### config.mk
export PLATFORM = sky130hd
export DESIGN_NAME = mem_port_arb_flat
export DESIGN_NICKNAME = d
export VERILOG_FILES = /design/src/rtl/npc_mem_pkg.sv /design/src/rtl/mem_port_arb_if.sv /design/src/rtl/rr_arb2.sv /design/src/rtl/mem_port_arb.sv /design/src/flat_wrapper.sv
export SDC_FILE = /design/constraint.sdc
export NUM_CORES = 1
export LEC_CHECK = 0
export ABC_CLOCK_PERIOD_IN_PS = 2400
export CORE_MARGIN = 1
export CORE_UTILIZATION = 34
export DETAILED_ROUTE_END_ITERATION = 12
export PLACE_DENSITY = 0.79
export SYNTH_ARGS = -nofsm -noshare
export SYNTH_HDL_FRONTEND = slang
export SYNTH_SLANG_ARGS = --single-unit
### constraint.sdc
create_clock -name clk -period 2.4 [get_ports clk]
set_input_delay 0.48 -clock clk [delete_from_list [all_inputs] [get_ports clk]]
set_output_delay 0.48 -clock clk [all_outputs]
set_load 0.01 [all_outputs]
### src/rtl/npc_mem_pkg.sv
// Shared types and constants for the NPC memory port: FSM states, owner IDs,
// write masks and the fetch start address.
package npc_mem_pkg;

  typedef enum logic [1:0] {
    IDLE = 2'd0,
    REQ  = 2'd1,
    WAIT = 2'd2,
    RESP = 2'd3
  } state_t;

  typedef enum logic {
    OWN_IFU = 1'b0,
    OWN_LSU = 1'b1
  } owner_t;

  localparam logic [7:0]  WMASK_NONE = 8'h00;
  localparam logic [7:0]  WMASK_B    = 8'h01;
  localparam logic [7:0]  WMASK_W    = 8'h0F;
  localparam logic [31:0] RESET_PC   = 32'h8000_0000;

endpackage

### src/rtl/mem_port_arb_if.sv
// Bundle of the IFU, LSU and memory-side handshakes around the shared port.
// slave is the arbiter's view; master is the requesters-plus-memory view.
interface mem_port_arb_if #(
  parameter int ADDR_W = 32,
  parameter int DATA_W = 32
);

  logic              ifu_req_valid;
  logic              ifu_req_ready;
  logic [ADDR_W-1:0] ifu_addr;
  logic              ifu_resp_valid;
  logic [DATA_W-1:0] ifu_rdata;
  logic              ifu_resp_err;

  logic              lsu_req_valid;
  logic              lsu_req_ready;
  logic [ADDR_W-1:0] lsu_addr;
  logic              lsu_wen;
  logic [DATA_W-1:0] lsu_wdata;
  logic [7:0]        lsu_wmask;
  logic              lsu_resp_valid;
  logic [DATA_W-1:0] lsu_rdata;
  logic              lsu_resp_err;

  logic              mem_req_valid;
  logic              mem_req_ready;
  logic [ADDR_W-1:0] mem_addr;
  logic              mem_wen;
  logic [DATA_W-1:0] mem_wdata;
  logic [7:0]        mem_wmask;
  logic              mem_resp_valid;
  logic [DATA_W-1:0] mem_rdata;

  modport slave (
    input  ifu_req_valid, ifu_addr,
    output ifu_req_ready, ifu_resp_valid, ifu_rdata, ifu_resp_err,
    input  lsu_req_valid, lsu_addr, lsu_wen, lsu_wdata, lsu_wmask,
    output lsu_req_ready, lsu_resp_valid, lsu_rdata, lsu_resp_err,
    output mem_req_valid, mem_addr, mem_wen, mem_wdata, mem_wmask,
    input  mem_req_ready, mem_resp_valid, mem_rdata
  );

  modport master (
    output ifu_req_valid, ifu_addr,
    input  ifu_req_ready, ifu_resp_valid, ifu_rdata, ifu_resp_err,
    output lsu_req_valid, lsu_addr, lsu_wen, lsu_wdata, lsu_wmask,
    input  lsu_req_ready, lsu_resp_valid, lsu_rdata, lsu_resp_err,
    input  mem_req_valid, mem_addr, mem_wen, mem_wdata, mem_wmask,
    output mem_req_ready, mem_resp_valid, mem_rdata
  );

endinterface

### src/rtl/rr_arb2.sv
// Combinational two-way round-robin grant: a lone requester always wins,
// a conflict goes to whichever side did not win last time.
module rr_arb2
  import npc_mem_pkg::*;
(
  input  logic   ifu_valid,
  input  logic   lsu_valid,
  input  owner_t last_grant,
  output logic   gnt_ifu,
  output logic   gnt_lsu
);

  always_comb begin
    gnt_ifu = 1'b0;
    gnt_lsu = 1'b0;
    if (ifu_valid && lsu_valid) begin
      gnt_ifu = (last_grant == OWN_LSU);
      gnt_lsu = (last_grant == OWN_IFU);
    end else begin
      gnt_ifu = ifu_valid;
      gnt_lsu = lsu_valid;
    end
  end

endmodule

### src/rtl/mem_port_arb.sv
// Shares the single memory port between fetch and load/store: one transaction
// at a time, round-robin on conflicts, error response if memory never answers.
module mem_port_arb
  import npc_mem_pkg::*;
#(
  parameter int ADDR_W         = 32,
  parameter int DATA_W         = 32,
  parameter int TIMEOUT_CYCLES = 255
) (
  input  logic           clk,
  input  logic           reset,
  mem_port_arb_if.slave  bus
);

  state_t            state, state_next;
  owner_t            owner_q, last_grant;
  logic [ADDR_W-1:0] addr_q;
  logic              wen_q;
  logic [DATA_W-1:0] wdata_q;
  logic [7:0]        wmask_q;
  logic [DATA_W-1:0] rdata_q;
  logic              err_q;
  logic [7:0]        tmo_cnt;

  logic gnt_ifu, gnt_lsu;
  logic accept, capture, timeout, tmo_hit, busy, busy_next;

  rr_arb2 u_rr_arb2 (
    .ifu_valid  (bus.ifu_req_valid),
    .lsu_valid  (bus.lsu_req_valid),
    .last_grant (last_grant),
    .gnt_ifu    (gnt_ifu),
    .gnt_lsu    (gnt_lsu)
  );

  assign accept    = (state == IDLE) && (gnt_ifu || gnt_lsu);
  assign tmo_hit   = (tmo_cnt == 8'(TIMEOUT_CYCLES - 1));
  assign busy      = (state == REQ) || (state == WAIT);
  assign busy_next = (state_next == REQ) || (state_next == WAIT);

  // A response in the same cycle as completion wins over the timeout.
  always_comb begin
    state_next = state;
    capture    = 1'b0;
    timeout    = 1'b0;
    case (state)
      IDLE: if (accept) state_next = REQ;
      REQ: begin
        if (bus.mem_req_ready && bus.mem_resp_valid) begin
          capture    = 1'b1;
          state_next = RESP;
        end else if (tmo_hit) begin
          timeout    = 1'b1;
          state_next = RESP;
        end else if (bus.mem_req_ready) begin
          state_next = WAIT;
        end
      end
      WAIT: begin
        if (bus.mem_resp_valid) begin
          capture    = 1'b1;
          state_next = RESP;
        end else if (tmo_hit) begin
          timeout    = 1'b1;
          state_next = RESP;
        end
      end
      RESP:    state_next = IDLE;
      default: state_next = IDLE;
    endcase
  end

  always_ff @(posedge clk) begin
    if (reset) begin
      state      <= IDLE;
      owner_q    <= OWN_IFU;
      last_grant <= OWN_LSU;
      addr_q     <= '0;
      wen_q      <= 1'b0;
      wdata_q    <= '0;
      wmask_q    <= WMASK_NONE;
      rdata_q    <= '0;
      err_q      <= 1'b0;
      tmo_cnt    <= '0;
    end else begin
      state   <= state_next;
      tmo_cnt <= (busy && busy_next) ? tmo_cnt + 8'd1 : 8'd0;
      if (accept) begin
        owner_q    <= gnt_lsu ? OWN_LSU : OWN_IFU;
        last_grant <= gnt_lsu ? OWN_LSU : OWN_IFU;
        if (gnt_lsu) begin
          addr_q  <= bus.lsu_addr;
          wen_q   <= bus.lsu_wen;
          wdata_q <= bus.lsu_wdata;
          wmask_q <= bus.lsu_wen ? bus.lsu_wmask : WMASK_NONE;
        end else begin
          addr_q  <= bus.ifu_addr;
          wen_q   <= 1'b0;
          wdata_q <= '0;
          wmask_q <= WMASK_NONE;
        end
      end
      if (capture) begin
        rdata_q <= wen_q ? '0 : bus.mem_rdata;
        err_q   <= 1'b0;
      end else if (timeout) begin
        rdata_q <= '0;
        err_q   <= 1'b1;
      end
    end
  end

  // Outputs are gated by state so nothing stale leaks outside REQ/RESP.
  assign bus.ifu_req_ready  = (state == IDLE) && gnt_ifu;
  assign bus.lsu_req_ready  = (state == IDLE) && gnt_lsu;

  assign bus.mem_req_valid  = (state == REQ);
  assign bus.mem_addr       = (state == REQ) ? addr_q  : '0;
  assign bus.mem_wen        = (state == REQ) ? wen_q   : 1'b0;
  assign bus.mem_wdata      = (state == REQ) ? wdata_q : '0;
  assign bus.mem_wmask      = (state == REQ) ? wmask_q : WMASK_NONE;

  assign bus.ifu_resp_valid = (state == RESP) && (owner_q == OWN_IFU);
  assign bus.lsu_resp_valid = (state == RESP) && (owner_q == OWN_LSU);
  assign bus.ifu_rdata      = bus.ifu_resp_valid ? rdata_q : '0;
  assign bus.lsu_rdata      = bus.lsu_resp_valid ? rdata_q : '0;
  assign bus.ifu_resp_err   = bus.ifu_resp_valid && err_q;
  assign bus.lsu_resp_err   = bus.lsu_resp_valid && err_q;

endmodule
### src/flat_wrapper.sv
// flat-port wrapper written by rule: the top's interface ports become plain ports
module mem_port_arb_flat import npc_mem_pkg::*;
#(
  parameter int ADDR_W         = 32,
  parameter int DATA_W         = 32,
  parameter int TIMEOUT_CYCLES = 255
)
  (clk, reset, bus_ifu_req_valid, bus_ifu_addr, bus_ifu_req_ready, bus_ifu_resp_valid, bus_ifu_rdata, bus_ifu_resp_err, bus_lsu_req_valid, bus_lsu_addr, bus_lsu_wen, bus_lsu_wdata, bus_lsu_wmask, bus_lsu_req_ready, bus_lsu_resp_valid, bus_lsu_rdata, bus_lsu_resp_err, bus_mem_req_valid, bus_mem_addr, bus_mem_wen, bus_mem_wdata, bus_mem_wmask, bus_mem_req_ready, bus_mem_resp_valid, bus_mem_rdata);
  mem_port_arb_if #(.ADDR_W(ADDR_W), .DATA_W(DATA_W)) bus_i ();
  input  logic clk;
  input  logic reset;
  input wire logic [$bits(bus_i.ifu_req_valid)-1:0] bus_ifu_req_valid;
  input wire logic [$bits(bus_i.ifu_addr)-1:0] bus_ifu_addr;
  output wire logic [$bits(bus_i.ifu_req_ready)-1:0] bus_ifu_req_ready;
  output wire logic [$bits(bus_i.ifu_resp_valid)-1:0] bus_ifu_resp_valid;
  output wire logic [$bits(bus_i.ifu_rdata)-1:0] bus_ifu_rdata;
  output wire logic [$bits(bus_i.ifu_resp_err)-1:0] bus_ifu_resp_err;
  input wire logic [$bits(bus_i.lsu_req_valid)-1:0] bus_lsu_req_valid;
  input wire logic [$bits(bus_i.lsu_addr)-1:0] bus_lsu_addr;
  input wire logic [$bits(bus_i.lsu_wen)-1:0] bus_lsu_wen;
  input wire logic [$bits(bus_i.lsu_wdata)-1:0] bus_lsu_wdata;
  input wire logic [$bits(bus_i.lsu_wmask)-1:0] bus_lsu_wmask;
  output wire logic [$bits(bus_i.lsu_req_ready)-1:0] bus_lsu_req_ready;
  output wire logic [$bits(bus_i.lsu_resp_valid)-1:0] bus_lsu_resp_valid;
  output wire logic [$bits(bus_i.lsu_rdata)-1:0] bus_lsu_rdata;
  output wire logic [$bits(bus_i.lsu_resp_err)-1:0] bus_lsu_resp_err;
  output wire logic [$bits(bus_i.mem_req_valid)-1:0] bus_mem_req_valid;
  output wire logic [$bits(bus_i.mem_addr)-1:0] bus_mem_addr;
  output wire logic [$bits(bus_i.mem_wen)-1:0] bus_mem_wen;
  output wire logic [$bits(bus_i.mem_wdata)-1:0] bus_mem_wdata;
  output wire logic [$bits(bus_i.mem_wmask)-1:0] bus_mem_wmask;
  input wire logic [$bits(bus_i.mem_req_ready)-1:0] bus_mem_req_ready;
  input wire logic [$bits(bus_i.mem_resp_valid)-1:0] bus_mem_resp_valid;
  input wire logic [$bits(bus_i.mem_rdata)-1:0] bus_mem_rdata;
  assign bus_i.ifu_req_valid = bus_ifu_req_valid;
  assign bus_i.ifu_addr = bus_ifu_addr;
  assign bus_ifu_req_ready = bus_i.ifu_req_ready;
  assign bus_ifu_resp_valid = bus_i.ifu_resp_valid;
  assign bus_ifu_rdata = bus_i.ifu_rdata;
  assign bus_ifu_resp_err = bus_i.ifu_resp_err;
  assign bus_i.lsu_req_valid = bus_lsu_req_valid;
  assign bus_i.lsu_addr = bus_lsu_addr;
  assign bus_i.lsu_wen = bus_lsu_wen;
  assign bus_i.lsu_wdata = bus_lsu_wdata;
  assign bus_i.lsu_wmask = bus_lsu_wmask;
  assign bus_lsu_req_ready = bus_i.lsu_req_ready;
  assign bus_lsu_resp_valid = bus_i.lsu_resp_valid;
  assign bus_lsu_rdata = bus_i.lsu_rdata;
  assign bus_lsu_resp_err = bus_i.lsu_resp_err;
  assign bus_mem_req_valid = bus_i.mem_req_valid;
  assign bus_mem_addr = bus_i.mem_addr;
  assign bus_mem_wen = bus_i.mem_wen;
  assign bus_mem_wdata = bus_i.mem_wdata;
  assign bus_mem_wmask = bus_i.mem_wmask;
  assign bus_i.mem_req_ready = bus_mem_req_ready;
  assign bus_i.mem_resp_valid = bus_mem_resp_valid;
  assign bus_i.mem_rdata = bus_mem_rdata;
  mem_port_arb #(.ADDR_W(ADDR_W), .DATA_W(DATA_W), .TIMEOUT_CYCLES(TIMEOUT_CYCLES)) u_core (.clk(clk), .reset(reset), .bus(bus_i));
endmodule
==> results of run 1 <==
==> final cells by class <==
cell class | instances | area (um2) | area share (%)
clock inverters | 9 | 78.8 | 0.854
inverters | 6 | 22.5 | 0.244
clock buffers | 22 | 464 | 5.03
flip-flops and latches | 118 | 2370 | 25.7
well taps | 211 | 264 | 2.86
multi-input cells | 446 | 2890 | 31.3
repair buffers | 312 | 3150 | 34.1
==> through the flow <==
| stage | setup WS, ns | std cells | util [%] |
|---|---|---|---|
| finish | 0.0733 | 1124 | 60.1 |
| global placement | -0.0714 | 1085 | 55.9 |
| floorplan | 0.516 | 625 | - |
| CTS | -0.100 | 1123 | 59.4 |
| global route | -0.00345 | 1124 | 60.1 |
| detailed placement | -0.0706 | 1085 | 55.9 |
==> path summary, 6_finish.rpt <==
| path | startpoint | end | cells past startpoint |
|---|---|---|---|
| worst max-delay path | u_core.state[1] | bus_lsu_rdata[27] | 4 |
| worst min-delay path | u_core.wdata_q[26] | u_core.wdata_q[26] | 2 |
| worst max register to register | u_core.state[1] | u_core.tmo_cnt[0] | 9 |
| worst min register to register | u_core.wdata_q[26] | u_core.wdata_q[26] | 2 |
==> cell families (layout without fill, tap and decap cells) <==
| kind of cell | count (synthesis) | in the layout | synth area share (%) |
|---|---|---|---|
| simple gates | 275 | 275 | 26.3 |
| compound gates | 127 | 127 | 17.3 |
| flops | 118 | 118 | 43.7 |
| buf+inv | 61 | 349 | 4.49 |
| mux | 32 | 32 | 5.92 |
| fa+ha+maj | 6 | 6 | 1.39 |
| xor+xnor | 6 | 6 | 0.972 |
==> registers in the layout, indices dropped and copies added (netlist names) <==
signal / flops
u_core.addr_q: 32
u_core.err_q: 1
u_core.last_grant: 1
u_core.owner_q: 1
u_core.rdata_q: 32
u_core.state: 2
u_core.tmo_cnt: 8
u_core.wdata_q: 32
u_core.wen_q: 1
u_core.wmask_q: 8
==> power by group through the flow <==
stage	combinational, mW	sequential, mW	clock, mW
after floorplan	0.492	2.17	0
final	1.05	2.16	2.33
after CTS	1.06	2.15	2.39
after global routing	1.14	2.17	2.49
after global placement	1.02	2.19	0
after detailed placement	1.03	2.19	0
==> Yosys cell counts (all sizes together) <==
| master | n | area [um2] |
|---|---|---|
| a2111o | 1 | 11.3 |
| a211o | 1 | 8.76 |
| a211oi | 32 | 240 |
| a21boi | 1 | 7.51 |
| a21o | 1 | 7.51 |
| a21oi | 11 | 55.1 |
| a22oi | 72 | 541 |
| a31oi | 2 | 12.5 |
| and2 | 108 | 676 |
| and3 | 35 | 219 |
| and4 | 2 | 20.0 |
| buf | 11 | 55.1 |
| clkbuf | 44 | 165 |
| dfxtp | 118 | 2360 |
| ha | 6 | 75.1 |
| inv | 6 | 22.5 |
| mux2i | 32 | 320 |
| nand2 | 6 | 22.5 |
| nand3 | 5 | 25.0 |
| nand4 | 2 | 12.5 |
| nor2 | 113 | 424 |
| nor2b | 2 | 12.5 |
| nor3 | 2 | 10.0 |
| o2111ai | 1 | 8.76 |
| o21ai | 2 | 10.0 |
| o21bai | 1 | 7.51 |
| o32ai | 1 | 8.76 |
| o41ai | 1 | 16.3 |
| xnor2 | 2 | 17.5 |
| xor2 | 4 | 35.0 |
==> timing repair <==
action	4_1_cts	5_1_grt
pin swaps	1	1
buffers inserted	5	0
setup endpoints to repair	143	42
cloned	2	1
gates resized for setup	110	23
==> metal layers <==
metal	vias up	GRT usage [%]	share of wire [%]
li1	2734	-	-
met1	2523	23.2	40
met2	217	38.0	50
met3	20	8.39	8.8
met4	0	7.13	1.6
met5	-	0	0
==> worst min-delay path, stage by stage, from the launching register on <==
cell	delay [ns]
dfxtp_1	0.32
a22oi_1	0.06
nor2_1	0.07
==> flow_summary.toml, run 1 <==
[global_routing]
grt_pass1_vias = 5309
gr-total-overflow = 0
grt_usage_pct = 21.4
grt_first_pass_wirelength_um = 27300
antenna_found_initial = 0
grt_max_degree = 66

[power_and_ir_drop]
leakage_nw = 4.35
p_total_mw = 5.54
comb_power_share_pct = 19.0
peakVddDrop_mv = 0.424
p_per_area_mw_per_mm2 = 600
p_int_mw = 4.11
power_frac_seq_pct = 38.9
pwr-share-clk_pct = 42.1
p_sw_share_pct = 25.8
switchingPower_mw = 1.43

[route]
routed-via-count = 5494
viasPerCell = 4.89
drt_first_iter_violations = 281
dr.pass1.iters = 5
wl_per_cell_um = 15.7
wl_um = 17700
postRouteAntennaNets = 0
drc = 0

[finish]
layout-drive-gt1-share_pct = 7.78
final_cell_mix = "172 x clkdlybuf4s50_1, 116 x dfxtp_1, 112 x nor2_1"
fin_nets = 1050
fillers = 1392
design_area_mm2 = 0.00923
area_delta_synth_final_pct = 70.7
n_antenna_cell = 0
final_common_cell = "clkdlybuf4s50_1"

[flow_run]
cap_violations = 0

[timing]
tns_ns = 0
drv_slew = 0
fmax_mhz = 430
period_needed_ns = 2.33
worstMarginPinSlew_ns = 0.555
skew_ns = 0.0114
finalSetupViolations = 0
slew_headroom_pct = 63.0
holdWs_ns = 0.483
finalHoldViolCount = 0
post-route-period-util_pct = 96.9

[worst_setup_path]
reg2reg_slack_ns = 0.16
worst-path-buf-inv = 2
criticalPathCategory = "register to output pin"
cp.arrival_ns = 1.85
critPathCaptureType = "output pin"
worstPathRequired_ns = 1.92
crit_path_start_kind = "register"
cp_cell_sequence = "ha_4, clkbuf_16, and3_1, clkdlybuf4s50_1"
slowest_stage = "clkdlybuf4s50_1"
cp_top_family = "buffers and inverters"
cp_max_fo = 17
crit_path_max_incr_delay_ns = 0.53

[yosys]
ys_ff_latch = 118
ys_warn_count = 0
postSynthAreaPerCell_um2 = 8.65
synth_fp_nets = 774
netlist_area_mm2 = 0.00541
synth_cells = 625
synth_cell_types = 32
yosysSeqAreaShare_pct = 43.7

[clocking]
clock_latency_ns = 0.41
root_buffer = "clkbuf_16"
clock_path_buffers = 2
cts_tree = "built"
cts_sinks = 118
hold_buffers = 0
clk_pin_slew_ns = 0.05
numCtsBuffers = 17
htree_levels = 4

[placement]
routabilityCongestion = 0.761
hpwl_um = 12200
placedInstanceArea_mm2 = 0.00859
portBuffers = 286

[die]
chipHeight_um = 128
initial_utilization_pct = 35.2
core_mm2 = 0.0154
die_w_um = 128
boundaryPins = 287
std_cell_rows = 45
die-area_mm2 = 0.0164

[outcome]
status = "finished, final reports clean"

[worst_hold_path]
hold_path_class = "register to register"
Note: power is estimated with default switching activity, not from simulation.
==> run 2: changes to the inputs <==
--- a/config.mk
+++ b/config.mk
@@ -6,7 +6,7 @@
 export NUM_CORES = 1
 export LEC_CHECK = 0
 export ABC_CLOCK_PERIOD_IN_PS = 2400
-export CORE_MARGIN = 1
+export CORE_MARGIN = 8
 export CORE_UTILIZATION = 34
 export DETAILED_ROUTE_END_ITERATION = 12
 export PLACE_DENSITY = 0.79
==> run 2 against run 1 <==
Effect of this change:
- global-route usage fell by 3.4 points
- wire length grew 6.8%
- clock power increased by 3%
- critical path depth unchanged
- critical endpoint is now bus_mem_wmask[5]
- largest power group unchanged
- clock-buffer cell count up 4
- first-iteration DRC count shrank 18%
- largest cell class unchanged
- setup slack better by 0.016 ns
- die area increased by 23%
- fmax rose by 0.70%
- cell count is 0.27% lower
==> flow_summary.toml, run 2 (synthesis gave the netlist of run 1 again) <==
[power_and_ir_drop]
p_per_area_mw_per_mm2 = 610
comb_power_share_pct = 18.1
p_int_mw = 4.21
p_sw_share_pct = 24.5
power_frac_seq_pct = 38.8
p_total_mw = 5.58
pwr-share-clk_pct = 43.2
leakage_nw = 4.25
switchingPower_mw = 1.37
peakVddDrop_mv = 0.483

[clocking]
numCtsBuffers = 17
root_buffer = "clkbuf_16"
cts_tree = "built"
post_cts_buffers = 0
htree_levels = 4
hold_buffers = 0
clk_pin_slew_ns = 0.05
clock_path_buffers = 2
clock_latency_ns = 0.41
cts_sinks = 118

[finish]
n_antenna_cell = 0
area_delta_synth_final_pct = 69.1
post_layout_nonfiller_instances = 1121
layout-drive-gt1-share_pct = 7.07
final_common_cell = "clkdlybuf4s50_1"
reg_top3 = "u_core.addr_q x32, u_core.rdata_q x32, u_core.wdata_q x32"
fillers = 1423
fin_nets = 1044
final_cell_mix = "169 x clkdlybuf4s50_1, 115 x dfxtp_1, 112 x nor2_1"

[route]
drc = 0
wl_um = 18800
viasPerCell = 4.86
routed-via-count = 5447
postRouteAntennaNets = 0
wl_per_cell_um = 16.8
dr.pass1.iters = 5
drt_first_iter_violations = 230

[timing]
fmax_mhz = 433
worstMarginPinSlew_ns = 0.575
period_needed_ns = 2.31
slew_headroom_pct = 61.7
finalHoldViolCount = 0
skew_ns = 0.00855
post-route-period-util_pct = 96.3
tns_ns = 0
finalSetupViolations = 0
rsz0062_at_grt = "false"
drv_slew = 0

[flow_run]
cap_violations = 0

[placement]
portBuffers = 286
routabilityCongestion = 0.794
place_inst = 1091
hpwl_um = 14200

[global_routing]
grt_usage_pct = 18.0
gr-total-overflow = 0
grt_first_pass_wirelength_um = 28600
antenna_found_initial = 0
grt_max_degree = 53
grt_pass1_vias = 5352

[die]
initial_utilization_pct = 34.4
chipHeight_um = 142
std_cell_rows = 46
die-area_mm2 = 0.0202
die_w_um = 142
core_mm2 = 0.0157
boundaryPins = 287

[worst_setup_path]
cp.arrival_ns = 1.83
critPathCaptureType = "output pin"
reg2reg_slack_ns = 0.29
crit_path_start_kind = "register"
worstPathRequired_ns = 1.92
criticalPathCategory = "register to output pin"
cp_max_fo = 5

[outcome]
status = "finished, final reports clean"

[worst_hold_path]
hold_path_class = "primary input to register"
## run 2: cell types whose count changed in the layout (fill, tap and decap cells not counted), sizes merged
| cell | change |
|---|---|
| buf | -5 |
| bufbuf | -1 |
| clkbuf | +4 |
| clkdlybuf4s50 | -3 |
| clkinv | -4 |
| clkinvlp | -2 |
| dlygate4sd2 | +8 |
| dlymetal6s2s | -5 |
## run 2: power groups by stage
stage	clock network (mW)	registers (mW)	logic, mW
after global routing	2.57	2.17	1.10
after global placement	0	2.19	1.01
after floorplan	0	2.17	0.492
final	2.41	2.16	1.01
after detailed placement	0	2.20	1.02
after CTS	2.48	2.16	0.997
## run 2: path summary, 6_finish.rpt
check	cells after the start	startpoint	to
setup / recovery	4	u_core.state[1]	bus_mem_wmask[5]
hold / removal	2	reset	u_core.rdata_q[1]
setup reg to reg	8	u_core.state[1]	u_core.tmo_cnt[1]
hold reg to reg	2	u_core.wdata_q[0]	u_core.wdata_q[0]
## run 2: area by class of cell
type | instances | area (um2) | area share [%]
Timing Repair Buffer | 306 | 3020 | 33.0
Multi-Input combinational cell | 446 | 2890 | 31.6
Sequential cell | 118 | 2370 | 25.9
Clock buffer | 26 | 529 | 5.79
Tap cell | 216 | 270 | 2.96
Clock inverter | 3 | 40.0 | 0.438
Inverter | 6 | 22.5 | 0.246
## run 2: per-stage QoR
stage	util [%]	instance area, um2	hold WS, ns	worst slack (ns)
2_1_floorplan	-	5410	0.454	0.516
3_3_place_gp	54.7	8590	0.469	-0.0570
3_5_place_dp	54.7	8590	0.475	-0.0676
4_1_cts	57.7	9070	0.435	-0.00731
5_1_grt	58.2	9150	0.447	0.0145
6_report	58.2	9150	0.451	0.0896
## run 2: metal layers
metal	part of all wire, %	wire length (um)	vias to the layer above	global-route usage [%]
met2	47	8770	245	30.1
met1	39	7430	2460	19.4
met5	0	0	-	0
li1	-	-	2718	-
met3	12	2260	24	9.09
met4	2.0	384	0	5.94
## run 2: critical path, stage by stage, from the launching register on
cell	delay, ns
dfxtp_4	0.37
inv_2	0.11
ha_4	0.22
and2_1	0.17
clkdlybuf4s50_1	0.56
## run 2: timing repair
item / CTS / global route
cloned: 0 / 1
resized for setup: 119 / 15
hold endpoints to repair: 0 / 0
endpoints found under the setup margin: 142 / 35
pin swaps: 0 / 1
